## config.mk

```make
export PLATFORM = sky130hd
export DESIGN_NAME = sync_fifo_param_flat
export DESIGN_NICKNAME = d
export VERILOG_FILES = /design/src/rtl/sync_fifo_param_if.sv /design/src/rtl/sync_fifo_param.sv /design/src/flat_wrapper.sv
export SDC_FILE = /design/constraint.sdc
export NUM_CORES = 2
export LEC_CHECK = 0
export CAP_MARGIN = 15
export CORE_UTILIZATION = 42
export DETAILED_ROUTE_END_ITERATION = 6
export PLACE_DENSITY = 0.56
export RECOVER_POWER = 25
export SETUP_SLACK_MARGIN = 0.05
export SLEW_MARGIN = 20
export SYNTH_ARGS = -nofsm -noshare
export SYNTH_HDL_FRONTEND = slang
export SYNTH_SLANG_ARGS = --single-unit
```

## constraint.sdc

```tcl
create_clock -name clk -period 3.4 [get_ports clk]
set_clock_uncertainty 0.2 [all_clocks]
set_input_delay 0.34 -clock clk [delete_from_list [all_inputs] [get_ports clk]]
set_output_delay 0.34 -clock clk [all_outputs]
set_load 0.02 [all_outputs]
```

## src/rtl/sync_fifo_param_if.sv

```systemverilog
// sync_fifo_param_if: write/read handshake and status bus of sync_fifo_param
interface sync_fifo_param_if #(
  parameter int DATA_W = 8,
  parameter int ADDR_W = 8
);
  logic [DATA_W-1:0] din;
  logic [DATA_W-1:0] dout;
  logic              wr_en;
  logic              rd_en;
  logic              full;
  logic              almost_full;
  logic              wr_ack;
  logic              overflow;
  logic              empty;
  logic              almost_empty;
  logic              valid;
  logic              underflow;
  logic [ADDR_W:0]   data_count;
  logic              rst_busy;
  modport master (
    output din, wr_en, rd_en,
    input  dout, full, almost_full, wr_ack, overflow, empty, almost_empty,
           valid, underflow, data_count, rst_busy
  );
  modport slave (
    input  din, wr_en, rd_en,
    output dout, full, almost_full, wr_ack, overflow, empty, almost_empty,
           valid, underflow, data_count, rst_busy
  );
endinterface

```

## src/rtl/sync_fifo_param.sv

```systemverilog
// sync_fifo_param: single-clock FIFO with status flags; define SYNC_FIFO_FWFT_EN for first-word-fall-through reads
module sync_fifo_param #(
  parameter int DATA_W          = 8,
  parameter int ADDR_W          = 8,
  parameter int AF_THRESH       = 2**ADDR_W - 2,
  parameter int AE_THRESH       = 2,
  parameter int RST_BUSY_CYCLES = 4
) (
  input logic             clk,
  input logic             rst,
  sync_fifo_param_if.slave f
);
  localparam int BW = $clog2(RST_BUSY_CYCLES + 1);
  localparam logic [ADDR_W:0] DEPTH = {1'b1, {ADDR_W{1'b0}}};
  localparam logic [ADDR_W:0] AF = (ADDR_W+1)'(AF_THRESH);
  localparam logic [ADDR_W:0] AE = (ADDR_W+1)'(AE_THRESH);
  localparam logic [BW-1:0] BN = BW'(RST_BUSY_CYCLES);
  logic [DATA_W-1:0] mem [2**ADDR_W];
  logic [ADDR_W-1:0] wr_ptr;
  logic [ADDR_W-1:0] rd_ptr;
  logic [ADDR_W:0]   count;
  logic [BW-1:0]     busy_cnt;
  logic              busy;
  logic              wr_req;
  logic              rd_req;
  logic              wr_acc;
  logic              rd_acc;
  assign wr_req = f.wr_en && !busy;
  assign rd_req = f.rd_en && !busy;
  assign wr_acc = wr_req && !f.full;
  assign rd_acc = rd_req && !f.empty;
  assign f.full = count == DEPTH || busy;
  assign f.almost_full = count >= AF || busy;
  assign f.empty = count == '0;
  assign f.almost_empty = count <= AE;
  assign f.data_count = count;
  assign f.rst_busy = busy;
  always_ff @(posedge clk) begin
    if (rst) begin
      busy     <= 1'b1;
      busy_cnt <= BN;
    end else if (busy) begin
      busy     <= busy_cnt != '0;
      busy_cnt <= busy_cnt != '0 ? busy_cnt - BW'(1) : busy_cnt;
    end
  end
  always_ff @(posedge clk) begin
    if (rst) begin
      wr_ptr      <= '0;
      rd_ptr      <= '0;
      count       <= '0;
      f.wr_ack    <= 1'b0;
      f.overflow  <= 1'b0;
      f.underflow <= 1'b0;
    end else begin
      wr_ptr      <= wr_ptr + ADDR_W'(wr_acc);
      rd_ptr      <= rd_ptr + ADDR_W'(rd_acc);
      count       <= count + (ADDR_W+1)'(wr_acc) - (ADDR_W+1)'(rd_acc);
      f.wr_ack    <= wr_acc;
      f.overflow  <= wr_req && f.full;
      f.underflow <= rd_req && f.empty;
    end
  end
  always_ff @(posedge clk) begin
    if (wr_acc)
      mem[wr_ptr] <= f.din;
  end
`ifdef SYNC_FIFO_FWFT_EN
  assign f.dout = mem[rd_ptr];
  assign f.valid = !f.empty;
`else
  always_ff @(posedge clk) begin
    if (rst) begin
      f.dout  <= '0;
      f.valid <= 1'b0;
    end else begin
      f.valid <= rd_acc;
      f.dout  <= rd_acc ? mem[rd_ptr] : f.dout;
    end
  end
`endif
endmodule
```

## src/flat_wrapper.sv

```systemverilog
// flat-port wrapper written by rule: the top's interface ports become plain ports
module sync_fifo_param_flat 
#(
  parameter int DATA_W          = 8,
  parameter int ADDR_W          = 8,
  parameter int AF_THRESH       = 2**ADDR_W - 2,
  parameter int AE_THRESH       = 2,
  parameter int RST_BUSY_CYCLES = 4
)
  (clk, rst, f_din, f_wr_en, f_rd_en, f_dout, f_full, f_almost_full, f_wr_ack, f_overflow, f_empty, f_almost_empty, f_valid, f_underflow, f_data_count, f_rst_busy);
  sync_fifo_param_if #(.DATA_W(DATA_W), .ADDR_W(ADDR_W)) f_i ();
  input logic clk;
  input logic rst;
  input wire logic [$bits(f_i.din)-1:0] f_din;
  input wire logic [$bits(f_i.wr_en)-1:0] f_wr_en;
  input wire logic [$bits(f_i.rd_en)-1:0] f_rd_en;
  output wire logic [$bits(f_i.dout)-1:0] f_dout;
  output wire logic [$bits(f_i.full)-1:0] f_full;
  output wire logic [$bits(f_i.almost_full)-1:0] f_almost_full;
  output wire logic [$bits(f_i.wr_ack)-1:0] f_wr_ack;
  output wire logic [$bits(f_i.overflow)-1:0] f_overflow;
  output wire logic [$bits(f_i.empty)-1:0] f_empty;
  output wire logic [$bits(f_i.almost_empty)-1:0] f_almost_empty;
  output wire logic [$bits(f_i.valid)-1:0] f_valid;
  output wire logic [$bits(f_i.underflow)-1:0] f_underflow;
  output wire logic [$bits(f_i.data_count)-1:0] f_data_count;
  output wire logic [$bits(f_i.rst_busy)-1:0] f_rst_busy;
  assign f_i.din = f_din;
  assign f_i.wr_en = f_wr_en;
  assign f_i.rd_en = f_rd_en;
  assign f_dout = f_i.dout;
  assign f_full = f_i.full;
  assign f_almost_full = f_i.almost_full;
  assign f_wr_ack = f_i.wr_ack;
  assign f_overflow = f_i.overflow;
  assign f_empty = f_i.empty;
  assign f_almost_empty = f_i.almost_empty;
  assign f_valid = f_i.valid;
  assign f_underflow = f_i.underflow;
  assign f_data_count = f_i.data_count;
  assign f_rst_busy = f_i.rst_busy;
  sync_fifo_param #(.DATA_W(DATA_W), .ADDR_W(ADDR_W), .AF_THRESH(AF_THRESH), .AE_THRESH(AE_THRESH), .RST_BUSY_CYCLES(RST_BUSY_CYCLES)) u_core (.clk(clk), .rst(rst), .f(f_i));
endmodule
```

==> flow_summary.ini <==
[pwr]
peakVddDrop_mv = 0.412
p_total_mw = 55.6
power.density_mw_per_mm2 = 586
leakage_nw = 29.1

[final_layout]
stdcell_area_mm2 = 0.0950
stdcell_count = 7208
fillers = 15700
mostFrequentLayoutCells = 2,048 x edfxtp_1, 436 x mux4_2, 348 x buf_4, 292 x nor2_1
nNetsFinal = 4548
drive_gt1_share_pct = 26.9
final_common_cell = edfxtp_1
area_delta_synth_final_pct = 16.1

[drt]
wl_um = 218000
wl_met1_um = 91500
wl_met2_um = 104000
wl_per_cell_um = 30.2
detail_route.first_pass.iterations = 5
dr_wl_met3_um = 15700
drt-initial-drc-count = 4225
viasPerCell = 5.77
top_layer = met5
drc_errors = 0
final_antenna_net_count = 0
vias = 41600

[logic_synthesis]
async_flop_share_pct = 0
yosys-top-cells-area = edfxtp_1 75%, mux4_2 12%, mux2i_1 2.6%, nor2_1 1.5%, dfxtp_1 1.0%
ys_seq_area_share_pct = 76.1
synth_cells = 4049
ys_ff_latch = 2089
synth_ff_type = edfxtp_1
synth_edf_count = 2048
syn-num-nets = 4089
synth_area_per_cell_um2 = 20.2
yosysUniqueCellTypes = 65
yosysTopAreaCellShare_pct = 75.1
yosysTopAreaCell = edfxtp_1
yosysWarnings = 0
syn_area_mm2 = 0.0818

[floorplanning]
coreArea_mm2 = 0.193
fp.dieW_um = 443
ioPinCount = 38
die_h_um = 443
dieArea_mm2 = 0.197
start_util_pct = 42.4
core.rowCount = 161

[timing]
fin_crit_sh_pct = 96.9
finalSetupViolCount = 0
worstMarginPinSlew_ps = 3020
hold_violations = 0
fin_crit_ps = 3290
slew_headroom_pct = -101
max_freq_ghz = 0.304
timing.final.max_slew_violations = 780
rsz0062_at_grt = true
setup_ws_ps = 106

[grt]
grt_max_degree = 138
track_usage_pct = 22.0
grt_overflow_total = 0
grt_pass1_vias = 41900
antenna_found_initial = 8
grt_pass1_wl_um = 310000

[worst_hold_path]
hold_end = u_core.rd_ptr[0]$_SDFF_PP0_
min-delay-start = rst
hold_path_depth = 3
worstHoldPathType = input pin to register

[place]
dp.cells = 6806
post-place-ws_ps = -220
gp_congestion = 0.834
place_area_mm2 = 0.0881
numPortBuffers = 37
dp_hpwl_um = 140000

[critical_path]
worstPathCellList = nand2_4 > buf_4 > o221ai_1 > o2bb2ai_1 > a2111oi_1 > buf_4 > nand3_1 > buf_4 > o311ai_1
critical_path_arrival_ps = 3850
required_ps = 3960
cpPeakStageDelay_ps = 570
reg2reg_from = u_core.rd_ptr[2]$_SDFF_PP0_
reg2reg_to = u_core.f.dout[7]$_SDFFE_PP0P_
critical_path.startpoint_type = register
slowest_stage = a2111oi_1
rr_worst_depth = 9
path_common_cell = buf_4
cp_num_buf_inv = 3
crit_path_end_kind = register
critPathTopFamily = compound AO/OA/AOI/OAI gates
path_class = register to register
cp_max_fo = 16
r2r_setup_slack_ps = 110

[job]
maxCapViolations = 9

[clock_network]
cts.sinks = 2089
htree_levels = 4
clockBufferDepth = 3
root_buffer = clkbuf_16
cts_tree = done
cts_buffers = 212
clkLatencyLatePin_ps = 860
clk_pin_slew_worst_paths_ps = 60

[outcome]
violations = capacitance limit, slew limit
outcome = complete, but fails checks
-- worst register-to-register path: stages (launching register included) --
cell       delay, ps
dfxtp_4          540
nand2_4          360
buf_4            310
o221ai_1         400
o2bb2ai_1        250
a2111oi_1        570
buf_4            220
nand3_1           80
buf_4            180
o311ai_1          80
-- area by class of cell --
| class | count | area [µm²] | area share, % |
|---|---|---|---|
| sequential | 2089 | 62300 | 65.6 |
| timing repair buffer | 480 | 4540 | 4.78 |
| clock inverter | 113 | 1080 | 1.14 |
| multi-input combinational | 1699 | 18100 | 19.1 |
| clock buffer | 274 | 5660 | 5.96 |
| antenna | 1 | 2.50 | 0.00263 |
| tap | 2526 | 3160 | 3.33 |
| inverter | 26 | 100 | 0.105 |
-- registers in the layout, summed over array words and instances, names as in the netlist, 3 cells and up --
name	flops
u_core.mem	2048
u_core.wr_ptr	8
u_core.f.data_count	9
u_core.busy_cnt	3
u_core.f.dout	8
u_core.rd_ptr	8
-- layer usage --
layer  track usage [%]  up-vias
met5                 0        -
met4              7.10       10
met3              4.76      312
met2              34.8     1508
met1              30.6    22100
li1                  -    17600
-- how the worst max path moves through the flow --
stage,start,end,depth (start not counted)
floorplan,u_core.f.data_count[4]$_SDFF_PP0_,u_core.f.data_count[8]$_SDFF_PP0_,17
global placement,u_core.rd_ptr[0]$_SDFF_PP0_,u_core.f.dout[1]$_SDFFE_PP0P_,8
detailed placement,u_core.rd_ptr[0]$_SDFF_PP0_,u_core.f.dout[1]$_SDFFE_PP0P_,8
CTS,u_core.f.data_count[4]$_SDFF_PP0_,u_core.mem[15][3]$_DFFE_PP_,11
global route,u_core.f.data_count[2]$_SDFF_PP0_,u_core.f.data_count[8]$_SDFF_PP0_,17
finish,u_core.rd_ptr[2]$_SDFF_PP0_,u_core.f.dout[7]$_SDFFE_PP0P_,9
-- Yosys cell counts, types with 27 or more instances --
| library cell | number |
|---|---|
| buf_6 | 37 |
| a21oi_1 | 65 |
| o22ai_1 | 58 |
| nand3_1 | 31 |
| o21ai_0 | 35 |
| mux2i_1 | 215 |
| ha_1 | 27 |
| mux4_2 | 436 |
| o221ai_1 | 46 |
| a22oi_1 | 67 |
| dfxtp_1 | 41 |
| buf_2 | 57 |
| clkbuf_1 | 89 |
| nor2_1 | 328 |
| nand2_1 | 124 |
| edfxtp_1 | 2048 |
| nor3_1 | 45 |
-- where the power goes --
| group | switching [mW] | leakage (nW) | total, mW | internal (mW) |
|---|---|---|---|---|
| combinational | 2.38 | 7.08 | 4.51 | 2.13 |
| clock | 9.80 | 3.30 | 22.7 | 12.9 |
| sequential | 0.0833 | 18.7 | 28.4 | 28.4 |
-- timing repair --
action	in CTS	in global routing
setup buffers	4	0
gates resized for setup	4	52
pin swaps	1	7
endpoints found under the hold margin	643	0
hold buffers	10	0
setup endpoints to repair	12	251
-- cell families after synthesis --
kind of cell | Yosys count | share of synthesized area (%)
flops | 2089 | 76.1
buf+inv | 261 | 2.00
compound gates | 357 | 3.06
xor+xnor | 20 | 0.214
fa+ha+maj | 28 | 0.437
mux | 655 | 14.7
simple gates | 639 | 3.41
-- through the flow --
| stage | util [%] | hold WS, ps | setup TNS, ps |
|---|---|---|---|
| finish | 49.2 | 180 | 0 |
| global route | 49.2 | 149 | -60.4 |
| CTS | 49.2 | 41.0 | 0 |
| detailed placement | 45.7 | 270 | -380 |
| global placement | 45.7 | 246 | -360 |
| floorplan | - | 235 | 0 |
No activity file was read; power rests on OpenSTA's default activity.
